**src/rtl/nested_pkt_pkg.sv**
```systemverilog
// Shared types for the packet assembler and the downstream field-modify stage.
// The packet layout lives here so both stages agree on the field positions.
package nested_pkt_pkg;

    typedef struct packed {
        logic [7:0]  addr;
        logic [31:0] data;
        logic        valid;
    } base_struct_t;

    typedef struct packed {
        base_struct_t base;
        logic [15:0]  id;
        logic [3:0]   cmd;
        logic         ready;
    } nested_struct_t;

    localparam int PKT_W  = $bits(nested_struct_t);
    localparam int NBYTES = (PKT_W + 7) / 8;

    typedef enum logic [1:0] {
        IDLE    = 2'd0,
        COLLECT = 2'd1,
        HOLD    = 2'd2
    } state_t;

endpackage

```
**src/rtl/nested_pkt_assembler.sv**
```systemverilog
// Collects an MSB-first byte stream into one nested_struct_t packet and hands
// it downstream over valid/ready; framing errors are counted with saturation.
module nested_pkt_assembler
    import nested_pkt_pkg::*;
#(
    parameter int ERR_W = 8
) (
    input  logic                 clk,
    input  logic                 rst,
    input  logic                 byte_valid,
    input  logic                 byte_sof,
    input  logic [7:0]           byte_data,
    output logic                 byte_ready,
    output logic                 pkt_valid,
    output nested_struct_t       pkt_data,
    input  logic                 pkt_ready,
    output logic [ERR_W-1:0]     err_count,
    output logic [15:0]          pkt_count
);

    localparam logic [2:0] LAST_CNT = 3'(NBYTES - 1);

    state_t            r_state;
    logic [55:0]       r_sr;
    logic [2:0]        r_cnt;
    logic              r_pkt_valid;
    nested_struct_t    r_pkt_data;
    logic [ERR_W-1:0]  r_err_count;
    logic [15:0]       r_pkt_count;
    logic              w_accept;
    logic              w_err_event;

    // Handshake readiness is a pure decode of the registered state
    assign byte_ready = (r_state != HOLD);
    assign w_accept   = byte_valid && byte_ready;

    // Framing error: stray byte while idle, or sof restarting a partial packet
    always_comb begin
        w_err_event = 1'b0;
        if (w_accept) begin
            if (r_state == IDLE) begin
                w_err_event = !byte_sof;
            end else if (r_state == COLLECT) begin
                w_err_event = byte_sof;
            end else begin
                w_err_event = 1'b0;
            end
        end else begin
            w_err_event = 1'b0;
        end
    end

    // Packet framing FSM with shift register, output packet and hand-off count
    always_ff @(posedge clk or posedge rst) begin
        if (rst) begin
            r_state     <= IDLE;
            r_sr        <= 56'd0;
            r_cnt       <= 3'd0;
            r_pkt_valid <= 1'b0;
            r_pkt_data  <= '0;
            r_pkt_count <= 16'd0;
        end else begin
            case (r_state)
                IDLE: begin
                    if (w_accept && byte_sof) begin
                        r_sr    <= {48'd0, byte_data};
                        r_cnt   <= 3'd1;
                        r_state <= COLLECT;
                    end
                end
                COLLECT: begin
                    if (w_accept) begin
                        if (byte_sof) begin
                            r_sr  <= {48'd0, byte_data};
                            r_cnt <= 3'd1;
                        end else if (r_cnt == LAST_CNT) begin
                            // Top two bits of the first byte fall off here
                            r_pkt_data  <= nested_struct_t'({r_sr[53:0], byte_data});
                            r_pkt_valid <= 1'b1;
                            r_cnt       <= 3'd0;
                            r_state     <= HOLD;
                        end else begin
                            r_sr  <= {r_sr[47:0], byte_data};
                            r_cnt <= r_cnt + 3'd1;
                        end
                    end
                end
                HOLD: begin
                    if (pkt_ready) begin
                        r_pkt_valid <= 1'b0;
                        r_pkt_count <= r_pkt_count + 16'd1;
                        r_state     <= IDLE;
                    end
                end
                default: begin
                    r_state     <= IDLE;
                    r_cnt       <= 3'd0;
                    r_pkt_valid <= 1'b0;
                end
            endcase
        end
    end

    // Saturating framing-error counter
    always_ff @(posedge clk or posedge rst) begin
        if (rst) begin
            r_err_count <= '0;
        end else if (w_err_event && (r_err_count != '1)) begin
            r_err_count <= r_err_count + ERR_W'(1);
        end
    end

    assign pkt_valid = r_pkt_valid;
    assign pkt_data  = r_pkt_data;
    assign err_count = r_err_count;
    assign pkt_count = r_pkt_count;

endmodule

```
**config.mk**
```make
export PLATFORM = sky130hd
export DESIGN_NAME = nested_pkt_assembler
export DESIGN_NICKNAME = d
export VERILOG_FILES = /design/src/rtl/nested_pkt_pkg.sv /design/src/rtl/nested_pkt_assembler.sv
export SDC_FILE = /design/constraint.sdc
export NUM_CORES = 1
export LEC_CHECK = 0
export ABC_AREA = 1
export CAP_MARGIN = 20
export CELL_PAD_IN_SITES_DETAIL_PLACEMENT = 2
export CELL_PAD_IN_SITES_GLOBAL_PLACEMENT = 2
export CORE_ASPECT_RATIO = 1.75
export CORE_MARGIN = 2
export CORE_UTILIZATION = 34
export CTS_CLUSTER_DIAMETER = 120
export DETAILED_ROUTE_END_ITERATION = 10
export HOLD_SLACK_MARGIN = 0.15
export PLACE_DENSITY_LB_ADDON = 0.1
export SYNTH_ARGS = -nofsm -noshare
export SYNTH_HDL_FRONTEND = slang
export SYNTH_SLANG_ARGS = --single-unit
```
**constraint.sdc**
```tcl
create_clock -name clk -period 10.75 [get_ports clk]
set_input_delay 1.6125 -clock clk [delete_from_list [all_inputs] [get_ports clk]]
set_output_delay 1.6125 -clock clk [all_outputs]
set_load 0.03 [all_outputs]
```
# After elaboration in Yosys (flattened, before gate mapping)
# Index checks and enable logic that the tools add are counted.
# totals
reg_bits	146
in_bits	13
out_inout_bits	88
elab_cells	65
# op_classes
n_addsub	3
n_eq_ne	11
muxes	24
n_bitwise	3
n_reduce_logical	12
# ops
op	n
$mux 54	4
$pmux 54 s2	1
$add 16x1->16 const B	1
$mux 3	4
$mux 2	5
$reduce_and 5->1	2
$pmux 3 s3	1
$add 8x1->8 const B	1
$ne 2x2->1 const B	4
$ne 8x8->1 const B	1
$reduce_and 4->1	2
$mux 1	7
$pmux 2 s3	1
$ne 2x1->1 const B	2
$add 3x1->3 const B	1
$eq 3x3->1 const B	1
$logic_and 1x1->1	3
$ne 3x3->1 const B	1
$not 1->1	3
$pmux 1 s3	1
$reduce_and 3->1	1
$eq 2x1->1 const B	1
$eq 2x2->1 const B	1
$logic_not 2->1	1
other kinds (3)	3

# Depth between registers and ports, before layout
# Gate-level depths: netlist (run 1).
# depth
word_depth	5
ltp_mapped	8
depth_no_buf	8

# Least setup slack after synthesis (run 1)
# Ideal clock, no wire load.
# synth_path
path_kind	input to register
from	input byte_sof
to	register r_sr[10]
setup_ns	0.066
arrival_ns	2.436
t_required_ns	10.684
path_slack_ns	8.249
stages	7
path_cell_list	inv_1 a21oi_2 nand3_2 nor2_4 buf_4 nand2_1 nand2_1
# synth_via
elab_chain_cells	3
elab_cells_between_ends	7
classes_between	eq/ne (2); mux (3); reduce/logical (2)
# synth_rtl
element	line	rtl
start, declared	nested_pkt_assembler.sv:11	input logic byte_sof,
$mux 54 / $logic_and 1x1->1 (equally long branches)	nested_pkt_assembler.sv:73, nested_pkt_assembler.sv:65	
$mux 54 / $ne 2x1->1 (equally long branches)	--	
$pmux 54 s2 / $reduce_and 4->1 (equally long branches)	--	
end signal, assigned	nested_pkt_assembler.sv:66	r_sr <= {48'd0, byte_data};
end signal, assigned	nested_pkt_assembler.sv:74	r_sr <= {48'd0, byte_data};
end signal, assigned	nested_pkt_assembler.sv:83	r_sr <= {r_sr[47:0], byte_data};
end, declared	nested_pkt_assembler.sv:24	logic [55:0] r_sr;
# Several ways; a longest one is shown, not always the timed one. The select of a mux whose other input is x is not followed.
# A chain may end at the register's enable or synchronous reset.

# Worst setup path after layout (run 1)
# layout_path
from	register r_state[1]
to	output byte_ready
# layout_via
elab_chain_cells	1
# layout_rtl
element	line	rtl
start, declared	nested_pkt_assembler.sv:23	state_t r_state;
start signal, assigned	nested_pkt_assembler.sv:56	r_state <= IDLE;
start signal, assigned	nested_pkt_assembler.sv:68	r_state <= COLLECT;
start signal, assigned	nested_pkt_assembler.sv:81	r_state <= HOLD;
$ne 2x2->1	nested_pkt_assembler.sv:34	assign byte_ready = (r_state != HOLD);
end, declared	nested_pkt_assembler.sv:13	output logic byte_ready,
# Every way passes these cells.

==> results of run 1 <==
==> kinds of logic after synthesis <==
kind of cell	synth area share
simple gates	0.209
flops	0.616
buf+inv	0.0757
compound gates	0.0689
xor+xnor	0.0207
fa+ha+maj	0.0105
==> how the worst max path moves through the flow <==
stage | start | to
2_1_floorplan | rst | err_count[0]$_DFFE_PP0P_
3_3_place_gp | byte_valid | r_sr[14]$_DFFE_PP0P_
3_5_place_dp | byte_valid | r_sr[29]$_DFFE_PP0P_
4_1_cts | byte_valid | r_sr[29]$_DFFE_PP0P_
5_1_grt | r_state[1]$_DFFE_PP0P_ | byte_ready
6_report | r_state[1]$_DFFE_PP0P_ | byte_ready
==> worst register-to-register path: cells and delay by family, from the launching register on <==
kind          cells  cell delay [ps]
simple gates      5              680
fa+ha+maj         2              410
flops             1              400
buf+inv           2              580
==> sequential cells by signal, summed over array words and instances (netlist names) <==
| signal | count |
|---|---|
| err_count | 8 |
| pkt_count | 16 |
| pkt_data | 62 |
| pkt_valid | 1 |
| r_cnt | 3 |
| r_sr | 54 |
| r_state | 2 |
==> report_power, final <==
part           internal [mW]  switching, mW
logic                 0.0460         0.0818
clock network          0.393          0.237
registers              0.575         0.0255
==> metal layers <==
layer | track usage | vias up | share of wire
met5 | 0 | - | 0
met4 | 0.0653 | 0 | 0.015
met3 | 0.0425 | 21 | 0.035
met2 | 0.336 | 81 | 0.56
met1 | 0.198 | 2334 | 0.39
li1 | - | 2240 | -
==> cell type report <==
class / instances / area [µm²]
clock buffer: 18 / 439
tap: 227 / 284
inverter: 89 / 339
clock inverter: 13 / 186
sequential: 146 / 3650
multi-input combinational: 413 / 1840
fill: 1874 / 9220
timing repair buffer: 105 / 1060
==> per-stage QoR <==
step,area (µm²),std cells
2_1_floorplan,5930,672
4_1_cts,7760,1009
3_5_place_dp,7140,978
5_1_grt,7800,1011
6_report,7800,1011
3_3_place_gp,7140,978
==> cell usage in the layout (no fill, tap or decap), types with 2 or more instances in the layout <==
cell and count:
sky130_fd_sc_hd__clkbuf_16 17, sky130_fd_sc_hd__nand4_1 5, sky130_fd_sc_hd__buf_4 3, sky130_fd_sc_hd__xor2_1 9
sky130_fd_sc_hd__clkinv_4 3, sky130_fd_sc_hd__nor3_1 4, sky130_fd_sc_hd__inv_1 86, sky130_fd_sc_hd__ha_1 5
sky130_fd_sc_hd__nand2_1 266, sky130_fd_sc_hd__nand3_2 2, sky130_fd_sc_hd__clkinv_2 2, sky130_fd_sc_hd__clkdlybuf4s50_1 100
sky130_fd_sc_hd__bufinv_16 4, sky130_fd_sc_hd__inv_2 2, sky130_fd_sc_hd__buf_12 2, sky130_fd_sc_hd__clkinvlp_4 4
sky130_fd_sc_hd__dfrtp_1 146, sky130_fd_sc_hd__nor2_1 20, sky130_fd_sc_hd__xnor2_1 5, sky130_fd_sc_hd__nand3_1 13
sky130_fd_sc_hd__o21ai_0 80
==> implementation parameters, run 1 <==
Parameter                              Value

Outcome
  Run status ... completed

Critical path
  Worst-path cell with the longest stage delay ... sky130_fd_sc_hd__clkdlybuf4s50_1
  Worst path arrival time ... about 1800 ps
  Destination of the worst register-to-register timing path ... r_sr[29]$_DFFE_PP0P_
  Worst r2r path cells ... 9
  Worst setup slack for register-to-register paths ... 8620 ps
  Critical path peak fanout ... 7
  Peak per-stage delay on the critical path ... approximately 670 ps
  Category of the critical setup timing path ... flop to output port
  WP data required ... 9140 ps
  Worst reg2reg path startpoint ... r_cnt[0]$_DFFE_PP0P_
  Crit path buffers/inverters ... 3
  Ordered list of cells on the worst path ... inv_2 -> nor2_1 -> inv_1 -> clkdlybuf4s50_1
  Number of gates on the worst path with buffers counted ... 4
  Cell class contributing the biggest share of worst-path delay ... buffers and inverters
  Element type at the critical path end ... output port
  Critical Path Source Type ... flop

Floorplanning
  Die Width ... 104 µm
  Top-Level Pins ... about 100
  Floorplan die height ... 179 µm
  Die Outline Area ... ~0.019 mm²
  Initial standard-cell utilization of the core ... 0.349
  Placeable Area ... between 0.015 and 0.02 mm²
  Placement Rows ... 63

Worst hold path
  Hold-critical path endpoint ... r_sr[53]$_DFFE_PP0P_
  Worst hold path stage count ... 2
  Hold/Removal Path Class ... flop to flop
  Launch point of the worst hold path ... r_sr[53]$_DFFE_PP0P_

GRT
  Number of global-route vias before repair ... 5242
  Largest net degree at the start of global routing ... approximately 130
  Remaining global-route overflow ... 0
  First-pass GRT wire length ... between 20 and 30 mm
  All-Layer GR Usage ... 0.180
  Antenna violations before repair ... 0

Detailed routing
  Routed via count divided by cell count ... 4.63
  Initial detailed-routing violation count ... ~160
  Drt pass-1 iters ... 3
  Vias after detailed routing ... approximately 4700
  Final wirelength ... around 16 mm
  Residual DRC count ... 0
  Routed Antenna Nets ... 0
  DR WL/cell ... 15.7 µm

STA
  Max_slew headroom ... 0.428
  Post-route worst hold slack ... a little under 500 ps
  Fin. max-slew vios ... 0
  Final Setup Violations ... 0
  Worst Setup Slack, final ... ~7300 ps
  Post-layout min period ... 3420 ps
  RSZ-0062 raised after global routing ... false
  Max Clock Freq ... 0.292 GHz
  Final worst path period share ... 0.318
  Hold Violations, Final ... 0
  Final total negative setup slack ... 0 ps
  Worst-margin pin slew ... between 800 and 900 ps
  Largest clock skew in the final design ... 8.70 ps

CTS
  Cell at the root of the clock tree ... sky130_fd_sc_hd__clkbuf_16
  Setup fix buffers added after clock tree synthesis ... 0
  Maximum count of clock buffers along a single path ... 2
  CTS tree ... built
  Clock slew at reported path FFs ... roughly 60 ps
  Number of gates resized after cts ... 0
  Cts-stage hold buffer count ... 0
  Total clock buffers created by CTS ... 17
  Sink Count ... 146
  CTS H-Tree Depth ... 4
  Clk Latency, worst-skew pair ... between 400 and 500 ps

Logic synthesis
  Total standard cell area after synthesis ... 0.00593 mm²
  Nets in the synthesized netlist ... 690
  Cell types occupying the most area after synthesis ... sky130_fd_sc_hd__dfrtp_1, sky130_fd_sc_hd__nand2_1, sky130_fd_sc_hd__o21ai_0
  Share of synthesized area occupied by flip-flops and latches ... 0.616
  Distinct cell type count after synthesis ... 19
  Post-Syn Area per Cell ... around 9 µm²
  Area leader, netlist ... sky130_fd_sc_hd__dfrtp_1
  List of most frequent post-synthesis cells ... sky130_fd_sc_hd__nand2_1, sky130_fd_sc_hd__dfrtp_1, sky130_fd_sc_hd__inv_1, sky130_fd_sc_hd__o21ai_0, sky130_fd_sc_hd__nor2_1
  Number of flops mapped to enable cells by yosys ... 0
  Fraction of registers with async set or reset after synthesis ... 1.00
  Most frequently used flop master after synthesis ... sky130_fd_sc_hd__dfrtp_1
  Top cell type's share of synthesized area ... 0.616
  Most used standard cell by instance count after synthesis ... sky130_fd_sc_hd__nand2_1
  Number of instances in the synthesized netlist ... approximately 670
  Register bit total from synthesis ... between 100 and 150
  Yosys warning total ... 0

Placement
  Gpl congestion ... 0.816
  Port buffer count ... 100
  Place WS ... ~6600 ps
  Final HPWL DP ... a little over 10 mm

Final layout
  Ratio of cells with drive above 1 in the final layout ... 0.0574
  Post-route core utilization ... 0.458
  Area added between synthesis and finish ... 31.5%
  Net count reported at finish ... between 700 and 800
  Ant. Diodes ... 0

Power and ir drop
  Leakage Power ... approximately 3.7 nW
  PnR Total Power ... 1.36 mW
  Largest voltage drop on the vdd net ... about 0.097 mV
  PD cells ... approximately 170 mW/mm²

Flow run
  Reported max-cap violation count ... 0
Note: power is estimated with default switching activity, not from simulation.
==> run 2: changes to the inputs <==
--- a/config.mk
+++ b/config.mk
@@ -11,7 +11,7 @@
 export CELL_PAD_IN_SITES_GLOBAL_PLACEMENT = 2
 export CORE_ASPECT_RATIO = 1.75
 export CORE_MARGIN = 2
-export CORE_UTILIZATION = 34
+export CORE_UTILIZATION = 32
 export CTS_CLUSTER_DIAMETER = 120
 export DETAILED_ROUTE_END_ITERATION = 10
 export HOLD_SLACK_MARGIN = 0.15
==> constraint.sdc (replaced) <==
create_clock -name clk -period 3.2 [get_ports clk]
set_input_delay 0.48 -clock clk [delete_from_list [all_inputs] [get_ports clk]]
set_output_delay 0.48 -clock clk [all_outputs]
set_load 0.03 [all_outputs]
==> implementation parameters, run 2 (synthesized netlist as in run 1, its figures left out) <==
Parameter                              Value

CTS
  Setup fix buffers added after clock tree synthesis ... 0 (unchanged)
  Cell at the root of the clock tree ... sky130_fd_sc_hd__clkbuf_16
  Maximum count of clock buffers along a single path ... 2 (unchanged)
  CTS H-Tree Depth ... 4 (unchanged)
  Clock slew at reported path FFs ... 60 ps (about the same)
  Clk Latency, worst-skew pair ... 420 ps (about the same)
  Cts-stage hold buffer count ... 0 (unchanged)
  Total clock buffers created by CTS ... 17 (unchanged)
  Number of gates resized after cts ... 0 (unchanged)
  CTS tree ... built
  Sink Count ... 146 (unchanged)

Final layout
  Ratio of cells with drive above 1 in the final layout ... 0.0586 (+0.00120)
  Most used cells in the layout excluding fill and tap cells ... sky130_fd_sc_hd__nand2_1, sky130_fd_sc_hd__dfrtp_1, sky130_fd_sc_hd__clkdlybuf4s50_1
  Ant. Diodes ... 0 (unchanged)
  Final-layout fill cell count ... 1992 (+6.3%)
  Commonest non-fill, non-tap cell in the layout ... sky130_fd_sc_hd__nand2_1
  Area added between synthesis and finish ... 32.1%
  Count of non-filler cells in the finished layout ... 1019 (+0.79%)
  Net count reported at finish ... 791 (+0.13%)
  Flip-flop count of the largest register, all copies and words added ... 62 (unchanged)
  Post-route core utilization ... 0.432 (-0.0261)

Floorplanning
  Die Width ... 107 µm (+3.0%)
  Placement Rows ... 65 (+3.2%)
  Top-Level Pins ... 101 (unchanged)
  Initial standard-cell utilization of the core ... 0.327 (-0.0213)
  Placeable Area ... 0.0181 mm² (+6.5%)
  Die Outline Area ... 0.0197 mm² (+6.1%)
  Floorplan die height ... 184 µm (+3.0%)

Detailed routing
  Final wirelength ... 16.0 mm (+0.24%)
  Routed Antenna Nets ... 0 (unchanged)
  Vias after detailed routing ... 4763 (+1.9%)
  Initial detailed-routing violation count ... 135 (-15%)
  Routed via count divided by cell count ... 4.67 (+1.1%)
  Residual DRC count ... 0 (unchanged)
  Drt pass-1 iters ... 4 (+1)
  DR WL/cell ... 15.7 µm (-0.54%)

STA
  Final total negative setup slack ... 0 ps (unchanged)
  Final worst path period share ... 0.707
  RSZ-0062 raised after global routing ... false
  Post-route worst hold slack ... 483 ps (-4.60 ps)
  Final Setup Violations ... 0 (unchanged)
  Worst-margin pin slew ... 841 ps (-14.6 ps)
  Max Clock Freq ... 0.442 GHz
  Worst Setup Slack, final ... 937 ps (-6390 ps)
  Fin. max-slew vios ... 0 (unchanged)
  Post-layout min period ... between 2000 and 2500 ps
  Max_slew headroom ... 0.437 (+0.00977)
  Hold Violations, Final ... 0 (unchanged)
  Largest clock skew in the final design ... 6.07 ps (-2.64 ps)

GRT
  Largest net degree at the start of global routing ... 83 (-34%)
  First-pass GRT wire length ... 26.8 mm (+0.91%)
  All-Layer GR Usage ... 0.175 (-0.00542)
  Antenna violations before repair ... 0 (unchanged)
  Number of global-route vias before repair ... 5363 (+2.3%)
  Remaining global-route overflow ... 0 (unchanged)

Placement
  Cells after DPL ... 988 (+1.0%)
  Place WS ... 745 ps (-5880 ps)
  Final HPWL DP ... 10.8 mm (+5.3%)
  Gpl congestion ... 0.716 (-12%)
  Port buffer count ... 100 (unchanged)

Critical path
  Critical path peak fanout ... 7 (unchanged)
  Category of the critical setup timing path ... flop to output port
  Peak per-stage delay on the critical path ... 670 ps (about the same)
  Element type at the critical path end ... output port
  Worst-path cell with the longest stage delay ... sky130_fd_sc_hd__clkdlybuf4s50_1
  Worst path arrival time ... 1780 ps (-30 ps)
  WP data required ... 2720 ps (-6420 ps)
  Ordered list of cells on the worst path ... inv_2 -> nor2_1 -> inv_1 -> clkdlybuf4s50_1
  Critical Path Source Type ... flop

Power and ir drop
  PD cells ... 578 mW/mm² (+230%)
  Largest voltage drop on the vdd net ... 0.303 mV (+210%)
  Leakage Power ... 3.74 nW (+0.44%)

Worst hold path
  Hold/Removal Path Class ... flop to flop

Outcome
  Run status ... completed

Flow run
  Reported max-cap violation count ... 0 (unchanged)
-- run 2: worst paths after layout --
| path | from | to | slack (ps) | cells after the start |
|---|---|---|---|---|
| hold reg to reg | r_sr[49]$_DFFE_PP0P_ | r_sr[49]$_DFFE_PP0P_ | 480 | 2 |
| setup / recovery | r_state[1]$_DFFE_PP0P_ | byte_ready | 940 | 4 |
| max in group asynchronous | rst | pkt_data[19]$_DFFE_PP0P_ | 1910 | 3 |
| hold / removal | r_sr[49]$_DFFE_PP0P_ | r_sr[49]$_DFFE_PP0P_ | 480 | 2 |
| setup reg to reg | err_count[0]$_DFFE_PP0P_ | err_count[1]$_DFFE_PP0P_ | 1220 | 7 |
| min in group asynchronous | rst | pkt_count[5]$_DFFE_PP0P_ | 540 | 2 |
-- run 2: area by class of cell --
| type | count | area (µm²) | area share |
|---|---|---|---|
| Multi-Input combinational cell | 413 | 1840 | 0.235 |
| Timing Repair Buffer | 106 | 1100 | 0.140 |
| Sequential cell | 146 | 3650 | 0.466 |
| Tap cell | 234 | 293 | 0.0373 |
| Inverter | 89 | 338 | 0.0431 |
| Clock buffer | 22 | 494 | 0.0630 |
| Clock inverter | 9 | 128 | 0.0163 |
-- run 2: worst max-delay path: cells and delay by family, from the launching register on --
kind	cells	cell delay [ps]
simple gates	1	80
buf+inv	3	880
flops	1	410
-- run 2: layer usage --
layer | GRT usage | vias to the layer above | share of wire
li1 | - | 2248 | -
met3 | 0.0407 | 17 | 0.032
met4 | 0.0681 | 0 | 0.018
met2 | 0.331 | 68 | 0.57
met1 | 0.182 | 2430 | 0.38
met5 | 0 | - | 0
-- run 2: where the power goes --
part | switching [mW] | total [mW] | leakage [nW] | internal, mW
Clock | 0.759 | 2.08 | 0.300 | 1.32
Combinational | 0.275 | 0.435 | 1.45 | 0.160
Sequential | 0.0873 | 2.02 | 2.00 | 1.93
-- run 2: stage by stage --
step	power (mW)	area, µm²
after floorplan	2.30	5940
after global placement	2.48	7220
after detailed placement	2.50	7220
after CTS	4.62	7840
after global routing	4.73	7840
final	4.53	7840
==> run 3: changes to the inputs <==
--- a/config.mk
+++ b/config.mk
@@ -11,7 +11,7 @@
 export CELL_PAD_IN_SITES_GLOBAL_PLACEMENT = 2
 export CORE_ASPECT_RATIO = 1.75
 export CORE_MARGIN = 2
-export CORE_UTILIZATION = 32
+export CORE_UTILIZATION = 29
 export CTS_CLUSTER_DIAMETER = 120
 export DETAILED_ROUTE_END_ITERATION = 10
 export HOLD_SLACK_MARGIN = 0.15
==> constraint.sdc (replaced) <==
create_clock -name clk -period 1.9 [get_ports clk]
set_input_delay 0.285 -clock clk [delete_from_list [all_inputs] [get_ports clk]]
set_output_delay 0.285 -clock clk [all_outputs]
set_load 0.03 [all_outputs]
==> implementation parameters, run 3 (synthesized netlist as in run 1, its figures left out) <==
Parameter                              Value

Outcome
  Run status ... completed

Critical path
  Peak per-stage delay on the critical path ... 700 ps (+30 ps)
  Worst-path cell with the longest stage delay ... sky130_fd_sc_hd__clkdlybuf4s50_1
  Cell class contributing the biggest share of worst-path delay ... buffers and inverters
  Crit path buffers/inverters ... 1 (-2)
  Worst path arrival time ... 1550 ps (-230 ps)
  Worst reg2reg path startpoint ... r_cnt[0]$_DFFE_PP0P_
  Critical Path Source Type ... flop
  Worst r2r path cells ... 8 (+1)
  Worst setup slack for register-to-register paths ... 180 ps (-1040 ps)
  WP data required ... 1620 ps (-1100 ps)
  Destination of the worst register-to-register timing path ... r_sr[23]$_DFFE_PP0P_
  Category of the critical setup timing path ... flop to output port
  Ordered list of cells on the worst path ... clkdlybuf4s50_1
  Critical path peak fanout ... 4 (-3)
  Element type at the critical path end ... output port

Detailed routing
  Final wirelength ... 16.0 mm (+0.44%)
  Routed Antenna Nets ... 0 (unchanged)
  Residual DRC count ... 0 (unchanged)
  Routed via count divided by cell count ... 4.55 (-2.7%)
  Drt pass-1 iters ... 4 (unchanged)
  DR WL/cell ... 15.4 µm (-1.8%)
  Initial detailed-routing violation count ... 118 (-13%)
  Vias after detailed routing ... 4741 (-0.46%)

GRT
  Largest net degree at the start of global routing ... 67 (-19%)
  First-pass GRT wire length ... 27.6 mm (+2.9%)
  Antenna violations before repair ... 0 (unchanged)
  Number of global-route vias before repair ... 5311 (-0.97%)
  Remaining global-route overflow ... 0 (unchanged)
  All-Layer GR Usage ... 0.160 (-0.0146)

CTS
  Sink Count ... 146 (unchanged)
  Cell at the root of the clock tree ... sky130_fd_sc_hd__clkbuf_16
  Number of gates resized after cts ... 2 (+2)
  Total clock buffers created by CTS ... 17 (unchanged)
  CTS H-Tree Depth ... 4 (unchanged)
  Clk Latency, worst-skew pair ... 430 ps (about the same)
  Cts-stage hold buffer count ... 0 (unchanged)
  Setup fix buffers added after clock tree synthesis ... 0 (unchanged)
  CTS tree ... built
  Clock slew at reported path FFs ... 60 ps (about the same)
  Maximum count of clock buffers along a single path ... 2 (unchanged)

STA
  Final total negative setup slack ... 0 ps (unchanged)
  Worst-margin pin slew ... 470 ps (-370 ps)
  Fin. max-slew vios ... 0 (unchanged)
  Largest clock skew in the final design ... 6.82 ps (+0.755 ps)
  RSZ-0062 raised after global routing ... false
  Final worst path period share ... 0.967
  Final Setup Violations ... 0 (unchanged)
  Max_slew headroom ... 0.686 (+0.248)
  Post-layout min period ... approximately 1800 ps
  Hold Violations, Final ... 0 (unchanged)
  Max Clock Freq ... ~0.54 GHz

Final layout
  Area added between synthesis and finish ... 32.9%
  Net count reported at finish ... 799 (+1.0%)
  Ratio of cells with drive above 1 in the final layout ... 0.0668 (+0.00815)
  Most used cells in the layout excluding fill and tap cells ... sky130_fd_sc_hd__nand2_1, sky130_fd_sc_hd__dfrtp_1, sky130_fd_sc_hd__clkdlybuf4s50_1
  Flip-flop count of the largest register, all copies and words added ... 62 (unchanged)
  Post-route core utilization ... 0.390 (-0.0420)
  Commonest non-fill, non-tap cell in the layout ... sky130_fd_sc_hd__nand2_1
  Ant. Diodes ... 0 (unchanged)

Power and ir drop
  Combinational share of power ... 0.104 (+0.008)
  Switching share of power ... 0.267 (+0.0197)
  Leakage Power ... 3.81 nW (+2.0%)
  Largest voltage drop on the vdd net ... 0.443 mV (+46%)
  Fraction of power consumed by the clock network ... 0.424 (-0.035)
  PD cells ... 915 mW/mm² (+58%)
  Switching pwr ... 1.93 mW (+72%)
  Cell-internal power ... 5.29 mW (+55%)
  Reg power frac ... 0.472 (+0.027)

Floorplanning
  Top-Level Pins ... 101 (unchanged)
  Die Outline Area ... 0.0217 mm² (+10%)
  Initial standard-cell utilization of the core ... 0.294 (-0.0335)
  Floorplan die height ... 193 µm (+4.9%)
  Die Width ... 112 µm (+4.9%)
  Placement Rows ... 69 (+6.2%)
  Placeable Area ... 0.0202 mm² (+11%)

Placement
  Final HPWL DP ... 10.9 mm (+0.90%)
  Port buffer count ... 100 (unchanged)
  Gpl congestion ... 0.737 (+2.9%)

Flow run
  Reported max-cap violation count ... 0 (unchanged)

Worst hold path
  Hold/Removal Path Class ... input pin to asynchronous set/reset pin
-- run 3: cell count changes in the layout (fill, tap and decap cells not counted), sizes merged, moves of 2 or more --
cell	delta
buf	+8
bufinv	-3
clkdlybuf4s50	-5
clkinv	+3
dlygate4sd2	+2
dlymetal6s2s	+3
-- run 3: layout make-up --
| class | count | area, µm² |
|---|---|---|
| Sequential cell | 146 | 3650 |
| Fill cell | 2291 | 12300 |
| Inverter | 89 | 338 |
| Clock buffer | 22 | 474 |
| Clock inverter | 10 | 60.1 |
| Timing Repair Buffer | 114 | 1210 |
| Multi-Input combinational cell | 413 | 1840 |
| Tap cell | 248 | 310 |
-- run 3: metal layers --
layer  GRT usage  vias up  routed length, µm
met5           0        -                  0
met2       0.290       81               8710
met3      0.0404       23                602
li1            -     2265                  -
met1       0.178     2372               6400
met4      0.0601        0                310
-- run 3: worst max-delay path by stage --
stage	slack (ps)	cells after the start	end	from
finish	60	1	pkt_count[3]	pkt_count[3]$_DFFE_PP0P_
global route	2	1	err_count[0]	err_count[0]$_DFFE_PP0P_
CTS	0.4	1	pkt_count[12]	pkt_count[12]$_DFFE_PP0P_
detailed placement	30	6	pkt_count[9]$_DFFE_PP0P_	pkt_ready
global placement	80	7	pkt_count[10]$_DFFE_PP0P_	pkt_ready
floorplan	-220	1	err_count[0]$_DFFE_PP0P_	rst
-- run 3: stage by stage --
stage | total power [mW] | cell area, µm² | worst slack [ps] | hold WS, ps | cells
floorplan | 3.87 | 5940 | -218 | 446 | 672
global placement | 4.20 | 7350 | 82.4 | 466 | 1010
detailed placement | 4.25 | 7350 | 30.4 | 476 | 1010
CTS | 7.40 | 7880 | 0.423 | 232 | 1042
global route | 7.58 | 7890 | 2.03 | 255 | 1042
finish | 7.22 | 7890 | 63.5 | 237 | 1042
-- run 3: power groups by stage --
stage | clock (mW) | combinational, mW | sequential (mW)
final | 3.06 | 0.752 | 3.40
after global routing | 3.31 | 0.845 | 3.43
after CTS | 3.20 | 0.780 | 3.41
after detailed placement | 0 | 0.777 | 3.47
after global placement | 0 | 0.747 | 3.46
after floorplan | 0 | 0.309 | 3.56
